$ cat src/rtl/mul_sched.sv
// Purpose: two requesters share one iterative shift-add multiplier (WIDTH x WIDTH -> 2*WIDTH), round-robin on ties.
// Latency: result visible exactly WIDTH cycles after the acceptance edge; one product per WIDTH+2 cycles at best.
// Backpressure: a pending result holds in DONE until res_ready; no requester is granted until it drains.
//
// Ports:
//   clk, rst                   single clock; asynchronous active-high reset
//   req0_valid/a/b, req0_ready requester 0 operand pair, valid/ready handshake
//   req1_valid/a/b, req1_ready requester 1 operand pair, valid/ready handshake
//   res_valid/data/id          product and owning requester index
//   res_ready                  consumer accepts the result when high with res_valid
//   busy                       high whenever the engine is not idle
module mul_sched #(
    parameter int WIDTH = 16
) (
    input  logic                 clk,
    input  logic                 rst,

    input  logic                 req0_valid,
    input  logic [WIDTH-1:0]     req0_a,
    input  logic [WIDTH-1:0]     req0_b,
    output logic                 req0_ready,

    input  logic                 req1_valid,
    input  logic [WIDTH-1:0]     req1_a,
    input  logic [WIDTH-1:0]     req1_b,
    output logic                 req1_ready,

    output logic                 res_valid,
    output logic [2*WIDTH-1:0]   res_data,
    output logic                 res_id,
    input  logic                 res_ready,

    output logic                 busy
);

    // Bit counter wide enough to index every multiplier bit.
    localparam int CW = (WIDTH > 1) ? $clog2(WIDTH) : 1;
    localparam logic [CW-1:0] LAST_BIT = CW'(WIDTH - 1);

    typedef enum logic [1:0] {
        IDLE = 2'd0,
        RUN  = 2'd1,
        DONE = 2'd2
    } state_t;

    state_t               state;
    logic [2*WIDTH-1:0]   acc;      // running partial product
    logic [2*WIDTH-1:0]   mcand;    // multiplicand, shifted left one place per step
    logic [WIDTH-1:0]     mplier;   // multiplier, shifted right so bit 0 is the current bit
    logic [CW-1:0]        cnt;      // multiplier bit being processed
    logic                 last_id;  // requester served most recently

    logic                 grant;
    logic                 accept;
    logic [WIDTH-1:0]     sel_a;
    logic [WIDTH-1:0]     sel_b;
    logic [2*WIDTH-1:0]   acc_next;

    // Grant: a lone requester wins outright; on a tie the one not served last wins.
    // With no requester pending the grant still points somewhere, which keeps
    // exactly one ready high in IDLE (and zero elsewhere).
    always_comb begin
        grant = ~last_id;
        if (req0_valid && !req1_valid) begin
            grant = 1'b0;
        end else if (req1_valid && !req0_valid) begin
            grant = 1'b1;
        end
    end

    assign req0_ready = (state == IDLE) && (grant == 1'b0);
    assign req1_ready = (state == IDLE) && (grant == 1'b1);

    assign accept = (req0_valid && req0_ready) || (req1_valid && req1_ready);

    assign sel_a = grant ? req1_a : req0_a;
    assign sel_b = grant ? req1_b : req0_b;

    // The accumulator is 2*WIDTH wide and the true product never exceeds
    // 2*WIDTH bits, so no partial sum can carry out.
    assign acc_next = acc + (mplier[0] ? mcand : '0);

    assign busy = (state != IDLE);

    always_ff @(posedge clk or posedge rst) begin
        if (rst) begin
            state     <= IDLE;
            res_valid <= 1'b0;
            res_data  <= '0;
            res_id    <= 1'b0;
            cnt       <= '0;
            acc       <= '0;
            mcand     <= '0;
            mplier    <= '0;
            last_id   <= 1'b1;      // requester 0 wins the first tie
        end else begin
            case (state)
                IDLE: begin
                    if (accept) begin
                        mcand   <= {{WIDTH{1'b0}}, sel_a};
                        mplier  <= sel_b;
                        acc     <= '0;
                        cnt     <= '0;
                        res_id  <= grant;
                        last_id <= grant;
                        state   <= RUN;
                    end
                end

                // One multiplier bit per cycle regardless of operand values,
                // so the latency is fixed even for zero operands.
                RUN: begin
                    acc    <= acc_next;
                    mcand  <= mcand << 1;
                    mplier <= mplier >> 1;
                    cnt    <= cnt + CW'(1);
                    if (cnt == LAST_BIT) begin
                        res_data  <= acc_next;
                        res_valid <= 1'b1;
                        state     <= DONE;
                    end
                end

                // Result registers are untouched here, so they hold while stalled.
                // Leaving DONE takes the whole handshake cycle; the next grant
                // can only be taken from IDLE on the following edge.
                DONE: begin
                    if (res_ready) begin
                        res_valid <= 1'b0;
                        state     <= IDLE;
                    end
                end

                default: begin
                    state <= IDLE;
                end
            endcase
        end
    end

`ifndef SYNTHESIS
    a_one_ready: assert property (@(posedge clk) disable iff (rst)
        !(req0_ready && req1_ready));

    a_valid_in_done: assert property (@(posedge clk) disable iff (rst)
        res_valid |-> (state == DONE));

    a_hold_on_stall: assert property (@(posedge clk) disable iff (rst)
        (state == DONE && !res_ready) |=> (res_valid && $stable(res_data) && $stable(res_id)));
`endif

endmodule

$ cat config.mk
export PLATFORM = sky130hd
export DESIGN_NAME = mul_sched
export DESIGN_NICKNAME = d
export VERILOG_FILES = /design/src/rtl/mul_sched.sv
export SDC_FILE = /design/constraint.sdc
export NUM_CORES = 1
export LEC_CHECK = 0
export CORE_AREA = 2 2 115 117
export DETAILED_ROUTE_END_ITERATION = 16
export DIE_AREA = 0 0 117 119
export HOLD_SLACK_MARGIN = 0.08
export PLACE_DENSITY_LB_ADDON = 0.2
export SYNTH_ARGS = -nofsm -noshare
export SYNTH_HDL_FRONTEND = slang
export SYNTH_SLANG_ARGS = --single-unit
$ cat constraint.sdc
create_clock -name clk -period 4.85 [get_ports clk]
set_input_delay 0.485 -clock clk [delete_from_list [all_inputs] [get_ports clk]]
set_output_delay 0.485 -clock clk [all_outputs]
set_load 0.005 [all_outputs]
After elaboration in Yosys (flattened, before gate mapping) --
Cells that the tools add are included.
Storage, ports and cells: bits in registers 121, bits of input ports 69, output and inout port bits 37, logic and storage cells 57
Cells by class: add/subtract/negate cells 2, equal/unequal tests 6, mux-type cells 20, bitwise logic cells 2, reductions and logical operators 18
Operators by type and width (number):
- 32-bit one-hot mux with 2 select lines | 2
- 32-bit 2-to-1 mux | 3
- 16-bit 2-to-1 mux | 3
- 32-bit adder | 1
- 16-bit one-hot mux with 2 select lines | 1
- 4-bit one-hot mux with 2 select lines | 1
- 1-bit logical AND | 6
- 2-bit 2-to-1 mux | 3
- 2-bit inequality test (second input constant) | 3
- 2-bit one-hot mux with 3 select lines | 1
- 2-bit AND reduction | 3
- 3-bit AND reduction | 2
- 2-bit nonzero test | 3
- 4-bit by 1-bit adder with 4-bit output (second input constant) | 1
- 4-bit equality test (second input constant) | 1
- 1-bit 2-to-1 mux | 4
- 4-bit 2-to-1 mux | 1
- 2-bit by 1-bit equality test with 1-bit output (second input constant) | 1
- 2-bit equality test (second input constant) | 1
- 1-bit logical NOT | 2
- 2-bit logical NOT | 1
- 1-bit NOT | 2
- 1-bit one-hot mux with 2 select lines | 1
- 1-bit logical OR | 1

Longest topological paths before layout --
word-level depth 10, depth in mapped cells 13, depth with buffers taken out 12

Worst setup path before layout --
Ideal clock, no wire load.
path kind reg-to-reg, start point register mplier[0], end point register acc[31], setup time 0.121 ns, arrival time 2.821 ns, required time 4.729 ns, path slack 1.908 ns, cell stages (with the launch flop) 12, path buffers 1, clock period less this slack 2.942 ns, cells stage by stage dfrtp_1 -> clkbuf_1 -> and2_1 -> ha_1 -> a21o_1 -> a21o_1 -> a221o_1 -> or4_4 -> o221ai_2 -> xor2_1 -> o21ai_0 -> a22o_1
On the way: word-level cells in the longest chain between the ends 3
RTL lines:
- start: declaration | RTL line 49 | logic [WIDTH-1:0] mplier;
- start signal: assignment | RTL line 101 | mplier <= sel_b;
- start signal: assignment | RTL line 115 | mplier <= mplier >> 1;
- 32-bit 2-to-1 mux | RTL line 81 | assign acc_next = acc + (mplier[0] ? mcand : '0);
- 32-bit adder | RTL line 81
- 32-bit one-hot mux with 2 select lines | RTL line 97 | case (state)
- end signal: assignment | RTL line 113 | acc <= acc_next;
- end: declaration | RTL line 47 | logic [2*WIDTH-1:0] acc;
No other way between the ends. A chain may end at the register's enable or synchronous reset.

Worst setup path in the final report --
start point register mplier[0], end point register res_data[25]
On the way: word-level cells in the longest chain between the ends 2
RTL lines:
- 32-bit 2-to-1 mux | RTL line 81
- 32-bit adder | RTL line 81
- end signal: assignment | RTL line 118 | res_data <= acc_next;
- end: declaration | RTL line 29 | output logic [2*WIDTH-1:0] res_data,
No other way between the ends.

==> flow_metrics.tcl <==
set metrics [dict create \
    period_minus_slack_ns 3.70 \
    cts-buffers-inserted 17 \
    grt-busiest-layer "met2" \
    portBuffers 105 \
    clkLatencyLatePin_ns 0.42 \
    cap_viol_max_count 0 \
    grt_pass1_vias 5625 \
    ir_worst_vdd_mv 0.362 \
    grtUsageMet2_pct 39.8 \
    finClkSkew_ns 0.00724 \
    critPathKind "flip-flop to flip-flop" \
    cts_setup_buffers 0 \
    power_density_mw_per_mm2 723 \
    critPathArrivalTime_ns 4.00 \
    syn_inst 708 \
    vias 5614 \
    routabilityCongestion 0.915 \
    track_usage_pct 24.6 \
    post-route-util_pct 66.9 \
    root_buffer "clkbuf_16" \
    grt_util_met3_pct 5.70 \
    timing.rr.start "mplier[0]" \
    synth-main-ff-cell "dfrtp_1" \
    post_drt_wl_per_cell_um 16.2 \
    clk_pin_slew_ns 0.05 \
    fp.dieW_um 117 \
    drc_errors 0 \
    drive_gt1_share_pct 10.6 \
    grt_pass1_wl_um 26900 \
    avgSynthCellArea_um2 9.53 \
    wl_um 16000 \
    cts_tree "done" \
    syn_to_final_growth_pct 27.6 \
    htree_levels 4 \
    critPathLaunch "mplier[0]" \
    netlist-cell-type-count 48 \
    status "completed" \
    synth_area_mm2 0.00675 \
    crit_fanout 33 \
    async_flop_share_pct 100 \
    antenna_found_initial 0 \
    worstHoldPathType "input pin to async pin" \
    slew_violations 0 \
    nets 900 \
    ant_nets 0 \
    grt_overflow 0 \
    clockBufferDepth 2 \
    num_rows 42 \
    synth_enable_flop_cells 0 \
    cts_sinks 121 \
    drtIter0Drc 330 \
    power_mw 6.22 \
    worstPathRequired_ns 5.15 \
    power_leakage_nw 3.98 \
    grt_max_degree 76 \
    fin_crit_sh_pct 76.3 \
    ios 106 \
    die-area_mm2 0.0139 \
    n_antenna_cell 0 \
    syn-num-nets 810 \
    worst_slew_pin_slew_ns 1.10 \
    start_util_pct 52.4 \
    ys_warn_count 0 \
    max_clock_freq_mhz 270 \
    start_kind "flip-flop" \
    cts_hold_buf 0 \
    globalRouteMet1Util_pct 32.5 \
    finalHoldViolCount 0 \
    cp-end-kind "flip-flop" \
    avgViaCountPerCell 5.69 \
    tns_ns 0 \
    grt_setup_unrepaired "false" \
    core_area_mm2 0.0129 \
    postCtsResizedCells 0 \
    firstDrtPassIters 5 \
    slew-limit-headroom_pct 26.3 \
    yosysSeqAreaShare_pct 44.9 \
    hpwl_um 10900 \
    synth_seq_cells 121 \
    setup_viol 0 \
    die_h_um 119 \
]
-- worst paths after layout --
check                          endpoint  slack, ns  cells past startpoint
setup / recovery           res_data[25]       1.15                     11
hold / removal                mplier[6]       0.40                      2
setup reg to reg           res_data[25]       1.15                     11
hold reg to reg            res_data[20]       0.47                      2
max in group asynchronous        cnt[1]       3.51                      3
min in group clk           res_data[20]       0.47                      2
-- registers in the layout (all words and copies together) (netlist names) --
register and count:
acc 32, res_valid 1, res_id 1, cnt 4, last_id 1, mcand 32, mplier 16, state 2
res_data 32
-- cell families after synthesis --
| family | after synthesis | share of synthesized area (%) |
|---|---|---|
| AO/OA/AOI/OAI | 216 | 21.5 |
| XOR/XNOR | 32 | 4.15 |
| adder cells (fa/ha/maj) | 33 | 6.23 |
| buffers and inverters | 51 | 2.97 |
| flip-flops | 121 | 44.9 |
| multiplexers | 35 | 5.80 |
| AND/OR/NAND/NOR | 220 | 14.4 |
-- per-layer routing --
| metal | part of all wire, % | routed length [um] |
|---|---|---|
| met5 | 0 | 0 |
| met4 | 1.7 | 267 |
| met3 | 4.7 | 747 |
| met2 | 48 | 7710 |
| met1 | 46 | 7300 |
-- Yosys cell counts (3+ instances only) --
library cell  instances  share of area, %
nand3_1               4              0.30
nand2_1             134               7.5
inv_1                 9              0.50
clkbuf_1             35               1.9
nor2_1               25               1.4
xor2_1               17               2.2
and2_1               33               3.1
a22o_1               45               5.8
nor3_1                6              0.45
nand4_1               8              0.74
xnor2_1              15               1.9
mux2_2               33               5.5
o31ai_1               4              0.45
a31oi_1               5              0.46
ha_1                 32               5.9
nor2b_1               3              0.28
buf_1                 5              0.28
dfrtp_1             120                45
a21oi_1              29               2.2
o21ai_1               6              0.45
o21bai_1              3              0.33
o21ai_0              57               4.2
o22ai_1              31               2.9
a21o_1               16               1.8
a211oi_1              4              0.45
-- per-stage QoR --
stage / cells / hold slack, ns / area (um2) / worst slack [ns]
after CTS: 986 / 0.401 / 8610 / 1.11
after global placement: 955 / 0.458 / 7940 / 1.34
after floorplan: 708 / 0.450 / 6750 / 1.15
final: 986 / 0.401 / 8610 / 1.15
after detailed placement: 955 / 0.462 / 7940 / 1.17
after global routing: 986 / 0.429 / 8610 / 0.811
-- where the power goes --
| group | internal (mW) | total, mW | switching (mW) |
|---|---|---|---|
| sequential | 1.48 | 1.81 | 0.334 |
| clock | 0.989 | 1.42 | 0.434 |
| combinational | 1.39 | 2.99 | 1.60 |
-- layout make-up --
cell class / instances / area, um2
Clock buffer: 24 / 512
Clock inverter: 7 / 160
Fill cell: 1047 / 4270
Inverter: 9 / 36.3
Multi-Input combinational cell: 536 / 3540
Sequential cell: 121 / 3030
Tap cell: 176 / 220
Timing Repair Buffer: 113 / 1110
-- worst max-delay path, cell delays in order (launching register included) --
cell	delay [ns]
dfrtp_1	0.89
and2_1	0.29
ha_1	0.27
a211oi_1	0.26
o31ai_1	0.19
o311ai_2	0.32
nand2_1	0.20
a311oi_2	0.38
a21oi_1	0.16
a31oi_1	0.22
xnor2_1	0.10
mux2_2	0.27
-- layout by cell type (no fill, tap or decap), drive strengths merged, types with 2 or more instances in the layout --
cell,count
xor2,17
o31ai,4
xnor2,15
buf,8
inv,9
a221o,2
mux2i,2
clkdlybuf4s50,105
clkinv,2
ha,32
a21o,16
bufinv,5
nand2,134
nor2,25
a31oi,5
nand3,4
a311oi,2
clkbuf,24
o21ai,63
o21bai,3
nand2b,2
nor3,6
a22o,45
and3,2
a21oi,30
o22ai,31
dfrtp,120
and2,33
nand4,8
mux2,33
a211oi,6
nor2b,3
o21a,2
Power figures use the tool's default switching activity.
